--- src/rtl/ps2_pkg.sv ---
// Shared PS/2 keyboard definitions: game command codes, scan codes and the
// frame receiver state type.
package ps2_pkg;

    localparam logic [1:0] CMD_UP    = 2'b00;
    localparam logic [1:0] CMD_LEFT  = 2'b01;
    localparam logic [1:0] CMD_RIGHT = 2'b10;
    localparam logic [1:0] CMD_ENTER = 2'b11;

    localparam logic [7:0] SC_EXT   = 8'hE0;
    localparam logic [7:0] SC_BRK   = 8'hF0;
    localparam logic [7:0] SC_UP    = 8'h75;
    localparam logic [7:0] SC_LEFT  = 8'h6B;
    localparam logic [7:0] SC_RIGHT = 8'h74;
    localparam logic [7:0] SC_ENTER = 8'h5A;

    typedef enum logic [1:0] {
        ST_IDLE,
        ST_SHIFT,
        ST_CHECK
    } frame_state_t;

    typedef struct packed {
        logic       hit;
        logic [1:0] cmd;
    } key_map_t;

    // Arrow keys only exist as E0-prefixed codes; enter only as a plain code.
    function automatic key_map_t map_key(input logic ext, input logic [7:0] code);
        key_map_t m;
        m.hit = 1'b1;
        m.cmd = CMD_UP;
        if (ext) begin
            case (code)
                SC_UP:    m.cmd = CMD_UP;
                SC_LEFT:  m.cmd = CMD_LEFT;
                SC_RIGHT: m.cmd = CMD_RIGHT;
                default:  m.hit = 1'b0;
            endcase
        end else if (code == SC_ENTER) begin
            m.cmd = CMD_ENTER;
        end else begin
            m.hit = 1'b0;
        end
        return m;
    endfunction

endpackage

--- src/rtl/ps2_key_decoder_rx_frame.sv ---
// PS/2 frame receiver: pin synchronizers, falling-edge detect, 11-bit frame
// deserializer with parity/stop check and a partial-frame timeout.
module ps2_rx_frame
    import ps2_pkg::*;
#(
    parameter int TIMEOUT_CYCLES = 100000
) (
    input  logic       clk,
    input  logic       rst,
    input  logic       ps2_clk,
    input  logic       ps2_data,
    output logic [7:0] byte_data,
    output logic       byte_valid,
    output logic       err
);

    localparam int TMO_W = $clog2(TIMEOUT_CYCLES + 1);

    logic [2:0]       clk_sync_q, clk_sync_d;
    logic [1:0]       data_sync_q, data_sync_d;
    frame_state_t     state_q, state_d;
    logic [3:0]       bit_cnt_q, bit_cnt_d;
    logic [9:0]       shift_q, shift_d;
    logic [TMO_W-1:0] tmo_q, tmo_d;
    logic             fall;
    logic             data_s;

    always_ff @(posedge clk) begin
        if (rst) begin
            clk_sync_q  <= 3'b111;
            data_sync_q <= 2'b11;
            state_q     <= ST_IDLE;
            bit_cnt_q   <= '0;
            shift_q     <= '0;
            tmo_q       <= '0;
        end else begin
            clk_sync_q  <= clk_sync_d;
            data_sync_q <= data_sync_d;
            state_q     <= state_d;
            bit_cnt_q   <= bit_cnt_d;
            shift_q     <= shift_d;
            tmo_q       <= tmo_d;
        end
    end

    assign fall      = clk_sync_q[2] & ~clk_sync_q[1];
    assign data_s    = data_sync_q[1];
    assign byte_data = shift_q[7:0];

    always_comb begin
        clk_sync_d  = {clk_sync_q[1:0], ps2_clk};
        data_sync_d = {data_sync_q[0], ps2_data};
        state_d     = state_q;
        bit_cnt_d   = bit_cnt_q;
        shift_d     = shift_q;
        tmo_d       = tmo_q;
        byte_valid  = 1'b0;
        err         = 1'b0;

        case (state_q)
            ST_IDLE: begin
                tmo_d = '0;
                if (fall && !data_s) begin
                    state_d   = ST_SHIFT;
                    bit_cnt_d = '0;
                end
            end
            ST_SHIFT: begin
                if (fall) begin
                    // Right shift: data bit 0 lands in [0], parity in [8], stop in [9].
                    shift_d = {data_s, shift_q[9:1]};
                    tmo_d   = '0;
                    if (bit_cnt_q == 4'd9) begin
                        state_d = ST_CHECK;
                    end else begin
                        bit_cnt_d = bit_cnt_q + 4'd1;
                    end
                end else begin
                    tmo_d = tmo_q + TMO_W'(1);
                    // err is registered in the top, so the strobe lands
                    // TIMEOUT_CYCLES cycles after the last fall.
                    if (tmo_d == TMO_W'(TIMEOUT_CYCLES - 1)) begin
                        state_d = ST_IDLE;
                        err     = 1'b1;
                    end
                end
            end
            ST_CHECK: begin
                state_d = ST_IDLE;
                if ((^shift_q[8:0]) && shift_q[9]) begin
                    byte_valid = 1'b1;
                end else begin
                    err = 1'b1;
                end
            end
            default: state_d = ST_IDLE;
        endcase
    end

endmodule

--- src/rtl/ps2_key_decoder.sv ---
// PS/2 keyboard front end: turns E0/F0-prefixed scan codes for the four game
// keys into a registered 2-bit command strobe.
module ps2_key_decoder
    import ps2_pkg::*;
#(
    parameter int TIMEOUT_CYCLES = 100000
) (
    input  logic       clk,
    input  logic       rst,
    input  logic       ps2_clk,
    input  logic       ps2_data,
    output logic [1:0] cmd,
    output logic       cmd_valid,
    output logic       frame_err
);

    logic [7:0] rx_byte;
    logic       rx_valid;
    logic       rx_err;
    key_map_t   key;

    logic       ext_q, ext_d;
    logic       brk_q, brk_d;
    logic [1:0] cmd_q, cmd_d;
    logic       cmd_valid_q, cmd_valid_d;
    logic       frame_err_q, frame_err_d;

    ps2_rx_frame #(
        .TIMEOUT_CYCLES(TIMEOUT_CYCLES)
    ) u_rx (
        .clk       (clk),
        .rst       (rst),
        .ps2_clk   (ps2_clk),
        .ps2_data  (ps2_data),
        .byte_data (rx_byte),
        .byte_valid(rx_valid),
        .err       (rx_err)
    );

    always_ff @(posedge clk) begin
        if (rst) begin
            ext_q       <= 1'b0;
            brk_q       <= 1'b0;
            cmd_q       <= CMD_UP;
            cmd_valid_q <= 1'b0;
            frame_err_q <= 1'b0;
        end else begin
            ext_q       <= ext_d;
            brk_q       <= brk_d;
            cmd_q       <= cmd_d;
            cmd_valid_q <= cmd_valid_d;
            frame_err_q <= frame_err_d;
        end
    end

    assign key = map_key(ext_q, rx_byte);

    always_comb begin
        ext_d       = ext_q;
        brk_d       = brk_q;
        cmd_d       = cmd_q;
        cmd_valid_d = 1'b0;
        frame_err_d = 1'b0;

        if (rx_err) begin
            frame_err_d = 1'b1;
            ext_d       = 1'b0;
            brk_d       = 1'b0;
        end else if (rx_valid) begin
            if (rx_byte == SC_EXT) begin
                ext_d = 1'b1;
            end else if (rx_byte == SC_BRK) begin
                brk_d = 1'b1;
            end else begin
                // Key releases (F0-prefixed) are swallowed.
                if (!brk_q && key.hit) begin
                    cmd_d       = key.cmd;
                    cmd_valid_d = 1'b1;
                end
                ext_d = 1'b0;
                brk_d = 1'b0;
            end
        end
    end

    assign cmd       = cmd_q;
    assign cmd_valid = cmd_valid_q;
    assign frame_err = frame_err_q;

endmodule
--- config.mk ---
export PLATFORM = sky130hd
export DESIGN_NAME = ps2_key_decoder
export DESIGN_NICKNAME = d
export VERILOG_FILES = /design/src/rtl/ps2_pkg.sv /design/src/rtl/ps2_key_decoder_rx_frame.sv /design/src/rtl/ps2_key_decoder.sv
export SDC_FILE = /design/constraint.sdc
export NUM_CORES = 1
export LEC_CHECK = 0
export CELL_PAD_IN_SITES_DETAIL_PLACEMENT = 1
export CELL_PAD_IN_SITES_GLOBAL_PLACEMENT = 2
export CORE_AREA = 5 5 90 92
export CTS_CLUSTER_DIAMETER = 40
export CTS_CLUSTER_SIZE = 8
export DETAILED_ROUTE_END_ITERATION = 10
export DIE_AREA = 0 0 95 97
export GPL_TIMING_DRIVEN = 1
export PLACE_DENSITY = 0.89
export SLEW_MARGIN = 0
export SYNTH_ARGS = -nofsm -noshare
export SYNTH_HDL_FRONTEND = slang
export SYNTH_SLANG_ARGS = --single-unit
--- constraint.sdc ---
create_clock -name clk -period 3.5 [get_ports clk]
set_clock_uncertainty 0.1 [all_clocks]
set_input_delay 0.525 -clock clk [delete_from_list [all_inputs] [get_ports clk]]
set_output_delay 0.525 -clock clk [all_outputs]
set_load 0.005 [all_outputs]
== Word level (Yosys, flattened, before mapping) ==
Index checks and enable logic that the tools add are counted.

* Flip-flop bits (word level): 44
* Word-level logic and storage cells: 79
* Output and inout port bits: 4
* Bits of input ports: 4

* Equality and inequality tests: 16
* Bitwise gates (word level): 6
* Muxes and demuxes: 27
* Reduce and logical (&&, ||, !) cells: 17
* $add $sub $neg: 2

{| class="wikitable"
|+ Operators by type and width
! kind !! number
|-
| one-hot mux 17 bit (2 select lines) || 1
|-
| == test 8 x 7 -> 1 bit, second input constant || 4
|-
| adder 17 x 1 -> 17 bit, second input constant || 1
|-
| == test 17 bit, second input constant || 1
|-
| 2-to-1 mux 17 bit || 1
|-
| == test 8 bit, second input constant || 2
|-
| 2-to-1 mux 1 bit || 12
|-
| 2-to-1 mux 4 bit || 3
|-
| 2-to-1 mux 2 bit || 5
|-
| parity 9 bit || 1
|-
| one-hot mux 2 bit (2 select lines) || 2
|-
| one-hot mux 4 bit (2 select lines) || 1
|-
| AND reduction 2 bit || 3
|-
| inverter 1 bit || 5
|-
| AND reduction 5 bit || 1
|-
| OR reduction 5 bit || 1
|-
| adder 4 x 1 -> 4 bit, second input constant || 1
|-
| == test 4 bit, second input constant || 1
|-
| inequality test 2 x 1 -> 1 bit, second input constant || 2
|-
| inequality test 2 bit, second input constant || 2
|-
| AND reduction 4 bit || 1
|-
| logical AND 1 bit || 3
|-
| 2-to-1 mux 3 bit || 1
|-
| inequality test 3 x 1 -> 1 bit, second input constant || 1
|-
| other kinds (11) || 12
|}

== Longest topological paths before layout ==
* Word-level depth: 7
* Mapped depth: 10
* Depth with buffers taken out: 8

== By module ==
A second synthesis with hierarchy kept.

* Cells, all modules: 299
* Area total of the unflattened synthesis: 2,543.7 sq um

{| class="wikitable"
|+ By module, submodules not included
! module !! times used !! area each (sq um) !! cells each !! seq. area each (sq um)
|-
| ps2_rx_frame || 1 || 2,200.9 || 261 || 760.7
|-
| ps2_key_decoder || 1 || 342.8 || 38 || 120.1
|}

== Worst setup path after synthesis ==
Ideal clock, no wire load.

* Path kind: reg-to-reg
* Start point: register u_rx.tmo_q[0]
* End point: register ext_q
* Required time: 3,271 ps
* Stages on the path, launching flop included: 8
* Path buffers: 0
* Data arrival time: 2,484 ps
* Setup time: 129 ps
* Path slack: 787 ps
* Clock period less this slack: 2,713 ps
* Cells stage by stage: dfxtp_1 -> ha_1 -> nand3_1 -> nor4_2 -> mux2_2 -> or4_1 -> o31ai_1 -> nor2_1

* Word-level cells in the longest chain between the ends: 6

{| class="wikitable"
|+ Ends and longest elaborated chain
! what !! line !! text
|-
| from (decl) || ps2_key_decoder_rx_frame.sv:24 || <nowiki>logic [TMO_W-1:0] tmo_q, tmo_d;</nowiki>
|-
| from (signal assigned) || ps2_key_decoder_rx_frame.sv:42 || <nowiki>tmo_q <= tmo_d;</nowiki>
|-
| adder 17 x 1 -> 17 bit || ps2_key_decoder_rx_frame.sv:79 || <nowiki>tmo_d = tmo_q + TMO_W'(1);</nowiki>
|-
| == test 17 bit || ps2_key_decoder_rx_frame.sv:82 || <nowiki>if (tmo_d == TMO_W'(TIMEOUT_CYCLES - 1)) begin</nowiki>
|-
| 2-to-1 mux 1 bit || ps2_key_decoder_rx_frame.sv:82 ||
|-
| 2-to-1 mux 1 bit || ps2_key_decoder_rx_frame.sv:69 || <nowiki>if (fall) begin</nowiki>
|-
| one-hot mux 1 bit (2 select lines) || ps2_key_decoder_rx_frame.sv:60 || <nowiki>case (state_q)</nowiki>
|-
| OR reduction 2 bit (no line) || - ||
|-
| to (signal assigned) || ps2_key_decoder.sv:48 || <nowiki>ext_q <= ext_d;</nowiki>
|-
| to (decl) || ps2_key_decoder.sv:22 || <nowiki>logic ext_q, ext_d;</nowiki>
|}

Every way passes these cells.
A chain may end at the register's enable or synchronous reset.

== Worst setup path in the final report ==
* Start point: register u_rx.tmo_q[0]
* End point: register u_rx.state_q[0]

* Word-level cells in the longest chain between the ends: 4

{| class="wikitable"
|+ Ends and longest elaborated chain
! what !! line !! text
|-
| adder 17 x 1 -> 17 bit || ps2_key_decoder_rx_frame.sv:79 ||
|-
| == test 17 bit || ps2_key_decoder_rx_frame.sv:82 ||
|-
| inequality test 3 x 1 -> 1 bit (no line) || - ||
|-
| AND reduction 3 bit (no line) || - ||
|-
| to (signal assigned) || ps2_key_decoder_rx_frame.sv:39 || <nowiki>state_q <= state_d;</nowiki>
|-
| to (decl) || ps2_key_decoder_rx_frame.sv:21 || <nowiki>frame_state_t state_q, state_d;</nowiki>
|}

Every way passes these cells.

==> impl_metrics.py <==
metrics = {
    "global_routing": {
        "grt_usage_pct": 13.5,
        "globalRouteOverflowTotal": 0,
        "use_met3_pct": 2.64,
        "grt-busiest-layer": "met2",
        "met2_usage_pct": 22.8,
        "antenna_found_initial": 0,
        "grt_start_max_net_pins": 28,
        "grt_pass1_vias": 2286,
        "gr-usage-met1_pct": 17.4,
        "grt_pass1_wl_um": 10500,
    },
    "sta": {
        "hold_viol": 0,
        "fin_crit_ns": 2.95,
        "post-route-period-util_pct": 84.4,
        "grt_setup_unrepaired": "no",
        "final-max-slew-violation-count": 0,
        "slew-limit-headroom_pct": 31.3,
        "whs_ns": 0.314,
        "worst_pin_slew_ns": 1.03,
        "fmax_ghz": 0.339,
        "setup_viol": 0,
        "setup_slack_ns": 0.547,
        "setup-tns-final_ns": 0,
    },
    "final_layout": {
        "drive_above_1_share_pct": 9.20,
        "final_cells": 425,
        "post-route-util_pct": 39.9,
        "final_cell_mix": "dfxtp_1, nor2_1, nand2_1",
        "area_growth_pct": 11.2,
        "num_antenna_cells": 0,
        "final_common_cell": "dfxtp_1",
        "nets": 348,
    },
    "floorplan": {
        "initial_utilization_pct": 35.9,
        "rows": 31,
        "ios": 8,
        "die_height_um": 97,
        "dieArea_um2": 9220,
        "die_w_um": 95,
        "core_area_um2": 7140,
    },
    "synth": {
        "synthCells": 322,
        "synth_xor_xnor_area_share_pct": 3.27,
        "synthAdderAreaFrac_pct": 9.28,
        "syn_area_per_cell_um2": 7.95,
        "syn_area_um2": 2560,
        "syn_nets": 345,
        "synth_edf_count": 0,
        "ys_warn_count": 0,
        "ys_types": 49,
        "ys_seq_area_share_pct": 34.4,
        "synthFlopType": "dfxtp_1",
        "synth_compound_area_share_pct": 17.9,
        "synth_mux_area_share_pct": 1.66,
        "synth_top_family_by_area": "simple AND/OR/NAND/NOR gates",
        "synthSimpleGateAreaFrac_pct": 27.7,
        "synth-async-reset-ratio_pct": 0,
        "synth-seq-cells": 44,
    },
    "status": {
        "status": "finished, final reports clean",
    },
    "clocking": {
        "htreeDepth": 2,
        "cts_made_buffers": 5,
        "cts_root_buffer": "clkbuf_8",
        "cts_tree": "done",
        "ctsResizeCount": 0,
        "post-cts-setup-buffers": 0,
        "clock_path_buffers": 2,
        "clock-sinks": 44,
        "clk-insertion-delay-late_ns": 0.29,
        "cts_hold_buf": 0,
        "clkTransAtPathRegs_ns": 0.08,
    },
    "placed_design": {
        "port-buffer-count": 7,
        "dp_hpwl_um": 4330,
        "gp_congestion": 0.773,
        "dp_slack_ns": 0.554,
        "place_inst": 417,
    },
    "critical_path": {
        "path_cells": "ha_1 -> nand3_1 -> nor4_2 -> mux2_2 -> nor4_1 -> a21oi_1 -> o21a_1",
        "cp_slowest_stage_delay_ns": 0.63,
        "cp_top_family": "simple AND/OR/NAND/NOR gates",
        "cp_max_fo": 8,
        "critPathBufInv": 0,
        "slowest_stage": "nor4_1",
        "critPathKind": "flip-flop to flip-flop",
        "arrival_ns": 3.04,
        "cp_data_required_time_ns": 3.59,
        "crit_path_start_kind": "flip-flop",
        "end_kind": "flip-flop",
    },
    "run": {
        "drv_cap": 0,
    },
    "route": {
        "via_per_inst": 5.21,
        "dr.pass1.iters": 4,
        "drt_iter0_drc": 52,
        "vias": 2215,
        "wl_per_cell_um": 13.6,
        "route.final.wire_length_um": 5780,
        "drtAntennaViolNets": 0,
        "drc": 0,
    },
    "pwr": {
        "p_leak_nw": 0.930,
        "irDropWorstVdd_mv": 0.136,
        "powerDensity_nw_per_um2": 337,
    },
    "hold_path": {
        "hold_path.class": "flip-flop to flip-flop",
    },
}
==> report_power, final <==
group	switching, mW	internal [mW]
registers	0.00123	0.503
clock network	0.175	0.252
logic	0.0171	0.0102
==> registers in the layout (all words and copies together) (netlist names) <==
signal,cells
u_rx.tmo_q,17
u_rx.shift_q,10
u_rx.bit_cnt_q,4
u_rx.clk_sync_q,3
cmd,2
u_rx.data_sync_q,2
u_rx.state_q,2
brk_q,1
cmd_valid,1
ext_q,1
frame_err,1
==> final timing paths <==
kind	endpoint	slack [ns]	start	cells past startpoint
worst max register to register	u_rx.state_q[0]	0.55	u_rx.tmo_q[0]	7
worst max-delay path	u_rx.state_q[0]	0.55	u_rx.tmo_q[0]	7
worst min register to register	u_rx.data_sync_q[1]	0.31	u_rx.data_sync_q[0]	1
worst min-delay path	u_rx.data_sync_q[1]	0.31	u_rx.data_sync_q[0]	1
==> metal layers <==
layer  wire [um]  up-vias
met4          71        0
li1            -     1141
met5           0        -
met3         103        5
met2        2730       15
met1        2880     1054
==> synth_stat cells, types with 3 or more instances <==
library cell,instances,share of area [%]
nor2b_1,4,0.98
ha_1,19,9.3
dfxtp_1,44,34
nand2b_1,3,0.73
nand2_1,29,4.2
and2_1,3,0.73
xnor2_1,3,1.0
inv_1,17,2.5
nor2_1,41,6.0
clkbuf_1,15,2.2
nand3_1,17,3.3
or2_2,7,1.7
a311oi_1,8,2.7
nand4_1,9,2.2
a21oi_1,26,5.1
nor3_1,5,0.98
o21ai_0,18,3.5
o31ai_1,3,0.88
a31oi_1,7,1.7
==> through the flow <==
| step | instance area, um^2 | total power [mW] |
|---|---|---|
| floorplan | 2560 | 0.534 |
| global placement | 2720 | 0.543 |
| detailed placement | 2720 | 0.544 |
| CTS | 2850 | 0.972 |
| global route | 2850 | 0.999 |
| finish | 2850 | 0.959 |
==> worst register-to-register path, cell delays in order, from the launching register on <==
cell and delay [ns]:
dfxtp_1 0.40, ha_1 0.24, nand3_1 0.24, nor4_2 0.49
mux2_2 0.41, nor4_1 0.63, a21oi_1 0.15, o21a_1 0.19
==> cell families after synthesis <==
kind of cell | count (synthesis)
AO/OA/AOI/OAI | 75
XOR/XNOR | 7
adder cells (fa/ha/maj) | 19
buffers and inverters | 35
flip-flops | 44
multiplexers | 4
AND/OR/NAND/NOR | 138
==> area by class of cell <==
cell class                      instances  area [um^2]
Clock buffer                            7         96.3
Fill cell                             872         4290
Timing Repair Buffer                   14          123
Sequential cell                        44          881
Multi-Input combinational cell        243         1530
Tap cell                               99          124
Clock inverter                          1         30.0
Inverter                               17         63.8
Power figures use the tool's default switching activity.
